==> src/rtl/serial_add.sv <==
// serial_add: digit-serial unsigned adder.
// Computes c = a + b + c_in over WIDTH/DIGIT cycles, least-significant digit
// first, with the carry out of bit WIDTH-1 reported as overflow.
// Handshake: start is accepted in IDLE or DONE. busy is high while digits are
// being summed. done pulses for one cycle when c/overflow update.
module serial_add #(
  parameter int WIDTH = 32,
  parameter int DIGIT = 4
) (
  input  logic             clk,
  input  logic             reset,
  input  logic             start,
  input  logic [WIDTH-1:0] a,
  input  logic [WIDTH-1:0] b,
  input  logic             c_in,
  output logic             busy,
  output logic             done,
  output logic [WIDTH-1:0] c,
  output logic             overflow
);

  localparam int N  = WIDTH / DIGIT;
  localparam int CW = (N > 1) ? $clog2(N) : 1;

  typedef enum logic [1:0] {
    IDLE,
    RUN,
    DONE
  } state_t;

  state_t state, state_next;

  // Operands shift right by one digit per cycle, so the active digit is
  // always the low DIGIT bits.
  logic [WIDTH-1:0] op_a;
  logic [WIDTH-1:0] op_b;
  // Partial sum fills from the top. After N shifts it holds the full result.
  logic [WIDTH-1:0] psum;
  logic [WIDTH-1:0] psum_next;
  logic             carry;
  logic [CW-1:0]    cnt;

  logic             accept;
  logic             last;
  logic [DIGIT:0]   dsum;

  // Handshake decode and the single-digit adder (DIGIT+1 bits wide)
  always_comb begin
    accept    = start && ((state == IDLE) || (state == DONE));
    last      = (state == RUN) && (cnt == CW'(N - 1));
    dsum      = {1'b0, op_a[DIGIT-1:0]}
              + {1'b0, op_b[DIGIT-1:0]}
              + {{DIGIT{1'b0}}, carry};
    psum_next = (psum >> DIGIT) | (WIDTH'(dsum[DIGIT-1:0]) << (WIDTH - DIGIT));
  end

  // State register
  always_ff @(posedge clk) begin
    if (reset) begin
      state <= IDLE;
    end else begin
      state <= state_next;
    end
  end

  // Next-state logic
  always_comb begin
    state_next = state;
    unique case (state)
      IDLE: state_next = accept ? RUN : IDLE;
      RUN:  state_next = last ? DONE : RUN;
      DONE: state_next = accept ? RUN : IDLE;
      default: state_next = IDLE;
    endcase
  end

  // Status outputs follow the state directly
  always_comb begin
    busy = 1'b0;
    done = 1'b0;
    unique case (state)
      IDLE: ;
      RUN:  busy = 1'b1;
      DONE: done = 1'b1;
      default: ;
    endcase
  end

  // Operand capture and per-digit accumulation
  always_ff @(posedge clk) begin
    if (reset) begin
      op_a  <= '0;
      op_b  <= '0;
      psum  <= '0;
      carry <= 1'b0;
      cnt   <= '0;
    end else if (accept) begin
      op_a  <= a;
      op_b  <= b;
      psum  <= '0;
      carry <= c_in;
      cnt   <= '0;
    end else if (state == RUN) begin
      op_a  <= op_a >> DIGIT;
      op_b  <= op_b >> DIGIT;
      psum  <= psum_next;
      carry <= dsum[DIGIT];
      cnt   <= cnt + CW'(1);
    end
  end

  // Result registers change only at completion or reset
  always_ff @(posedge clk) begin
    if (reset) begin
      c        <= '0;
      overflow <= 1'b0;
    end else if (last) begin
      c        <= psum_next;
      overflow <= dsum[DIGIT];
    end
  end

endmodule

==> config.mk <==
export PLATFORM = sky130hd
export DESIGN_NAME = serial_add
export DESIGN_NICKNAME = d
export VERILOG_FILES = /design/src/rtl/serial_add.sv
export SDC_FILE = /design/constraint.sdc
export NUM_CORES = 1
export LEC_CHECK = 0
export ABC_AREA = 1
export CORE_ASPECT_RATIO = 0.7
export CORE_MARGIN = 1
export CORE_UTILIZATION = 45
export DETAILED_ROUTE_END_ITERATION = 10
export GPL_TIMING_DRIVEN = 0
export HOLD_SLACK_MARGIN = 0.03
export PLACE_DENSITY = 0.72
export SYNTH_ARGS = -nofsm -noshare
export SYNTH_HDL_FRONTEND = slang
export SYNTH_SLANG_ARGS = --single-unit
==> constraint.sdc <==
create_clock -name clk -period 1.8 [get_ports clk]
set_input_delay 0.45 -clock clk [delete_from_list [all_inputs] [get_ports clk]]
set_output_delay 0.45 -clock clk [all_outputs]
set_load 0.005 [all_outputs]
==> results of run 1 <==
## tightest hold or removal path, cell delays in order (launching register included)
cell and delay, ps:
dfxtp_1 310, nand2_1 60, a21oi_1 50
## final timing paths
kind	slack, ps	start	endpoint	cells past startpoint
setup / recovery	50	c[27]$_SDFFE_PP0P_	c[27]	1
hold / removal	470	op_b[31]$_SDFFE_PP0P_	op_b[31]$_SDFFE_PP0P_	2
setup reg to reg	110	cnt[0]$_SDFFE_PP0P_	c[26]$_SDFFE_PP0P_	8
hold reg to reg	470	op_b[31]$_SDFFE_PP0P_	op_b[31]$_SDFFE_PP0P_	2
## cells in the final DEF, fill, tap and decap left out, drive strengths merged, types with 2 or more instances in the layout
| cell type | netlist | final |
|---|---|---|
| ha | 5 | 5 |
| o21ai | 72 | 72 |
| nand2 | 200 | 200 |
| clkinvlp | 0 | 2 |
| nand3 | 21 | 21 |
| nor3 | 23 | 23 |
| nor2 | 94 | 94 |
| bufinv | 0 | 3 |
| buf | 29 | 33 |
| dlygate4sd2 | 0 | 2 |
| clkbuf | 17 | 37 |
| inv | 39 | 39 |
| clkdlybuf4s50 | 0 | 100 |
| a21oi | 73 | 73 |
| nor3b | 3 | 3 |
| dfxtp | 131 | 131 |
| clkinv | 0 | 6 |
| fa | 2 | 2 |
## registers in the layout (all words and copies together), names as in the netlist
name and count:
c 32, op_a 32, op_b 32, psum 28
cnt 3, state 2, carry 1, overflow 1
## power by group through the flow
stage          Sequential (uW)  Clock [uW]  Combinational, uW
4_1_cts                   3130        3480                867
2_1_floorplan             3160           0                538
3_5_place_dp              3190           0                846
5_1_grt                   3150        3620                969
6_report                  3130        3450                870
3_3_place_gp              3180           0                828
## cell families (layout without fill, tap and decap cells)
logic type	count (synthesis)	count (layout)	synth area share [%]
buf+inv	85	222	7.35
fa+ha+maj	7	7	1.91
xor+xnor	1	1	0.163
flops	131	131	48.8
compound gates	147	147	15.2
simple gates	342	342	26.6
## per-layer routing
layer / vias to the layer above / wire length (um) / GRT usage (%)
met4: 0 / 139 / 5.94
met1: 2348 / 6680 / 32.6
met5: - / 0 / 0
li1: 2539 / - / -
met3: 14 / 959 / 6.23
met2: 171 / 6420 / 37.4
## final cells by class
| type | count | area [um^2] |
|---|---|---|
| well taps | 153 | 191 |
| repair buffers | 107 | 1060 |
| inverters | 39 | 146 |
| flip-flops and latches | 131 | 2620 |
| clock inverters | 11 | 135 |
| clock buffers | 20 | 457 |
| plain buffers | 45 | 254 |
| fillers | 959 | 4100 |
| multi-input cells | 497 | 2370 |
## repair_timing
item	CTS	global route
hold endpoints to repair	0	0
gates resized for setup	7	7
gates cloned	0	0
setup endpoints to repair	2	41
buffers inserted	3	2
pin swaps	1	1
## through the flow
| step | hold slack, ps | area [um^2] | setup WS [ps] |
|---|---|---|---|
| after floorplan | 435 | 5380 | 352 |
| after global placement | 450 | 6590 | -359 |
| after detailed placement | 458 | 6590 | -423 |
| after CTS | 466 | 7210 | 13.3 |
| after global routing | 480 | 7230 | 8.29 |
| final | 467 | 7230 | 51.9 |
==> impl_results.md, run 1 <==
* Total power at 7450 uW
* CP max stage delay at 520 ps
* Initial DRC count at 346
* All-Layer GR Usage at 23.8%
* Top-count cell post-synth: nand2_1
* Power share of the combinational group at 11.7%
* Mean area per synthesized cell at 7.54 um^2
* Num CTS Buffers at 17
* Cell area after synthesis at 5380 um^2
* Drt total wl at 14,200 um
* Setup TNS at 0 ps
* Seq cells post-synth at 131
* Vias in the first global route at 4,749
* Crit end category: primary output
* Top cells by area, synth: dfxtp_1, nand2_1, nor2_1
* P_sw at 1810 uW
* Area grow syn2layout at 34.5%
* DR vias at 5,072
* LEAKAGE at 0.00301 uW
* Switching Fraction at 24.3%
* First-pass GRT wire length at 23,000 um
* Root buf cell: clkbuf_16
* # rows at 32
* Post-layout min period at 1750 ps
* # H-tree levels at 4
* Peak supply drop at 0.841 mV
* Synth unique cells at 28
* CTS tree: done
* CORE AREA at 11,300 um^2
* Peak Freq at 572 MHz
* Initial core utilization at 47.5%
* Critical path peak fanout at 2
* Share of layout cells above drive strength 1 at 14.0%
* Max Slew Vio Count at 0
* Avg Vias per Cell at 5.06
* Internal power at 5640 uW
* Final setup viols at 0
* Util after Layout at 63.8%
* # hold bufs at CTS at 0
* Type of the worst min-delay path: flop to flop
* Clk Latency, worst-skew pair at 410 ps
* Nets@finish at 913
* Sink Count at 131
* Clk buf depth at 2
* Pwr dens at 1030 nW/um^2
* RSZ-0062 raised after global routing: no
* Ys flop type: dfxtp_1
* Flop pwr share at 42.0%
* DR pass1 iterations at 6
* Hpwl dp at 10,300 um
* Final ANT Viol Nets at 0
* Seq/Total Area, Yosys at 48.8%
* DR WL/cell at 14.2 um
* WP data required at 1350 ps
* Least-Margin Pin Slew at 571 ps
* Residual DRC at 0
* Chip height at 93.5 um
* Largest net degree at the start of global routing at 19
* Final Cycle Share at 97.1%
* Cells after synthesis at 713
* CP top delay family: buffers and inverters
* Worst path slowest cell: clkdlybuf4s50_1
* Status: complete, no violations
* Area leader, netlist: dfxtp_1
* DIE AREA at 12,400 um^2
* Ant. Diodes at 0
* Die width at 133 um
* Port bufs at 102
* Clock share of power at 46.3%
* Share of the synthesized area in the top cell type at 48.8%
* Cell Count, Final, Fillers Out at 1,003
* Post-Syn Nets at 788
* Synth warn at 0
* Remaining global-route overflow at 0
* Antenna violations before repair at 0
* Worst slew margin at 61.9%
* Crit path DAT at 1300 ps
* Crit path cell chain: clkdlybuf4s50_1
* Max-cap violations at 0
* FFs w/ async S/R, synth at 0%
* Synth cell count leaders: nand2_1, dfxtp_1, nor2_1
* Placer congestion estimate at 0.831
* Worst clock skew at 5.27 ps
* Post-synth EDFFs at 0
* Setup CP Type: flop to primary output
* Buf+Inv Stages, Crit Path at 1
* # placed instances at 968
* # IOs at 103
* Final Hold Viols at 0
* Type of origin of the critical path: flop
* Clock slew at reported path FFs at 50 ps
No activity file was read; power rests on OpenSTA's default activity.
==> inputs of run 2 (changes only) <==
--- a/config.mk
+++ b/config.mk
@@ -10,7 +10,7 @@
 export CORE_MARGIN = 1
 export CORE_UTILIZATION = 45
 export DETAILED_ROUTE_END_ITERATION = 10
-export GPL_TIMING_DRIVEN = 0
+export GPL_TIMING_DRIVEN = 1
 export HOLD_SLACK_MARGIN = 0.03
 export PLACE_DENSITY = 0.72
 export SYNTH_ARGS = -nofsm -noshare
==> run 2 against run 1 <==
Compared with the run above:
- non-clock buffer count down 31
- hold slack lost 3.7 ps
- first-iteration DRC count is 2.6% lower
- highest routed layer unchanged
- critical path depth unchanged
- die area did not move
- utilization is 1.4 points lower
- cell area fell by 2.3%
- largest power group is now sequential cells
- final cell count is 3.4% lower
- maximum frequency increased by 0.80%
==> impl_results.md, run 2 (same netlist as run 1, synthesis figures left out) <==
* Pwr dens at 998 nW/um^2
* Fill cell count at 940
* Top flop regs: c: 32 flops, op_a: 32 flops, op_b: 32 flops
* Commonest non-fill, non-tap cells in the layout: nand2_1, dfxtp_1, clkdlybuf4s50_1
* Clock share of power at 43.9%
* LEAKAGE at 0.00293 uW
* # IOs at 103
* Initial DRC count at 337
* Commonest non-fill, non-tap cell in the layout: nand2_1
* Post-CTS Setup Bufs at 0
* CP top delay family: buffers and inverters
* Switching Fraction at 23.8%
* Vias in the first global route at 4,463
* Root buf cell: clkbuf_16
* Crit path cell chain: clkdlybuf4s50_1
* Least-Margin Pin Slew at 527 ps
* Antenna violations before repair at 0
* Critical path peak fanout at 2
* Num CTS Buffers at 17
* R2r setup slk at 120 ps
* DIE AREA at 12,400 um^2
* Clk Latency, worst-skew pair at 410 ps
* Chip height at 93.5 um
* # hold bufs at CTS at 0
* Die width at 133 um
* Port bufs at 102
* Finished Cell Area at 7070 um^2
* DR vias at 4,848
* Clock slew at reported path FFs at 50 ps
* Type of the worst min-delay path: flop to flop
* RSZ-0062 raised after global routing: no
* Avg Vias per Cell at 5.00
* Nets@finish at 882
* Max Slew Vio Count at 0
* Final setup viols at 0
* Area grow syn2layout at 31.5%
* Peak Freq at 577 MHz
* Worst clock skew at 7.77 ps
* Share of layout cells above drive strength 1 at 12.6%
* DR pass1 iterations at 5
* CP max stage delay at 520 ps
* All-Layer GR Usage at 21.5%
* Util after Layout at 62.4%
* Setup TNS at 0 ps
* CTS tree: done
* Final ANT Viol Nets at 0
* # H-tree levels at 4
* CORE AREA at 11,300 um^2
* Placed Area at 6530 um^2
* Post-layout min period at 1730 ps
* Setup CP Type: flop to primary output
* WP data required at 1350 ps
* Worst path slowest cell: clkdlybuf4s50_1
* Power share of the combinational group at 11.8%
* Setup WS post-layout at 65.7 ps
* First-pass GRT wire length at 21,200 um
* DR WL/cell at 13.2 um
* Clk buf depth at 2
* Internal power at 5380 uW
* P_sw at 1680 uW
* Residual DRC at 0
* Ant. Diodes at 0
* Final Hold Viols at 0
* Place WS at 21.7 ps
* Type of origin of the critical path: flop
* Buf+Inv Stages, Crit Path at 1
* Hpwl dp at 8730 um
* Worst slew margin at 64.9%
* Worst-case hold slack at 463 ps
* Max-cap violations at 0
* Crit path DAT at 1280 ps
* Crit end category: primary output
* Peak supply drop at 0.702 mV
* # rows at 32
* Initial core utilization at 47.5%
* Flop pwr share at 44.4%
* Remaining global-route overflow at 0
* Final Cycle Share at 96.3%
* Drt total wl at 12,800 um
* Largest net degree at the start of global routing at 50
* Placer congestion estimate at 0.837
* Sink Count at 131
* Status: complete, no violations
[run 2: power groups by stage]
stage / clock, uW / sequential, uW / combinational, uW
after floorplan: 0 / 3160 / 538
after global placement: 0 / 3180 / 809
after detailed placement: 0 / 3190 / 827
after CTS: 3160 / 3130 / 830
after global routing: 3300 / 3140 / 928
final: 3100 / 3130 / 831
[run 2: per-stage QoR]
step	total power, uW	std cells
after floorplan	3700	713
after global placement	3990	941
after detailed placement	4010	941
after CTS	7120	969
after global routing	7370	969
final	7060	969
[run 2: cell type report]
type,instances,area [um^2],share of cell area [%]
Sequential cell,131,2630,37.2
Inverter,39,146,2.07
Timing Repair Buffer,121,1210,17.1
Tap cell,153,191,2.71
Clock buffer,22,474,6.71
Clock inverter,6,57.6,0.814
Multi-Input combinational cell,497,2370,33.5
[run 2: timing repair]
item                                    CTS  global route
gates cloned                              0             0
endpoints found under the setup margin    2             1
gates resized for setup                   5             1
[run 2: layer usage]
metal	GRT usage, %	share of wire, %
met4	6.99	1.1
met2	34.2	46
met5	0	0
met1	29.0	48
met3	5.04	5.4
[run 2: final timing paths]
check                         from               endpoint  cells past startpoint
min          op_b[24]$_SDFFE_PP0P_  op_b[24]$_SDFFE_PP0P_                      2
min reg2reg  op_b[24]$_SDFFE_PP0P_  op_b[24]$_SDFFE_PP0P_                      2
max              c[2]$_SDFFE_PP0P_                   c[2]                      1
max reg2reg    cnt[0]$_SDFFE_PP0P_      c[8]$_SDFFE_PP0P_                      6
==> inputs of run 3 (changes only) <==
--- a/config.mk
+++ b/config.mk
@@ -13,6 +13,7 @@
 export GPL_TIMING_DRIVEN = 1
 export HOLD_SLACK_MARGIN = 0.03
 export PLACE_DENSITY = 0.72
+export SKIP_LAST_GASP = 1
 export SYNTH_ARGS = -nofsm -noshare
 export SYNTH_HDL_FRONTEND = slang
 export SYNTH_SLANG_ARGS = --single-unit
==> results of run 3 <==
The final DEF is identical to that of run 2; final timing and power are the same.
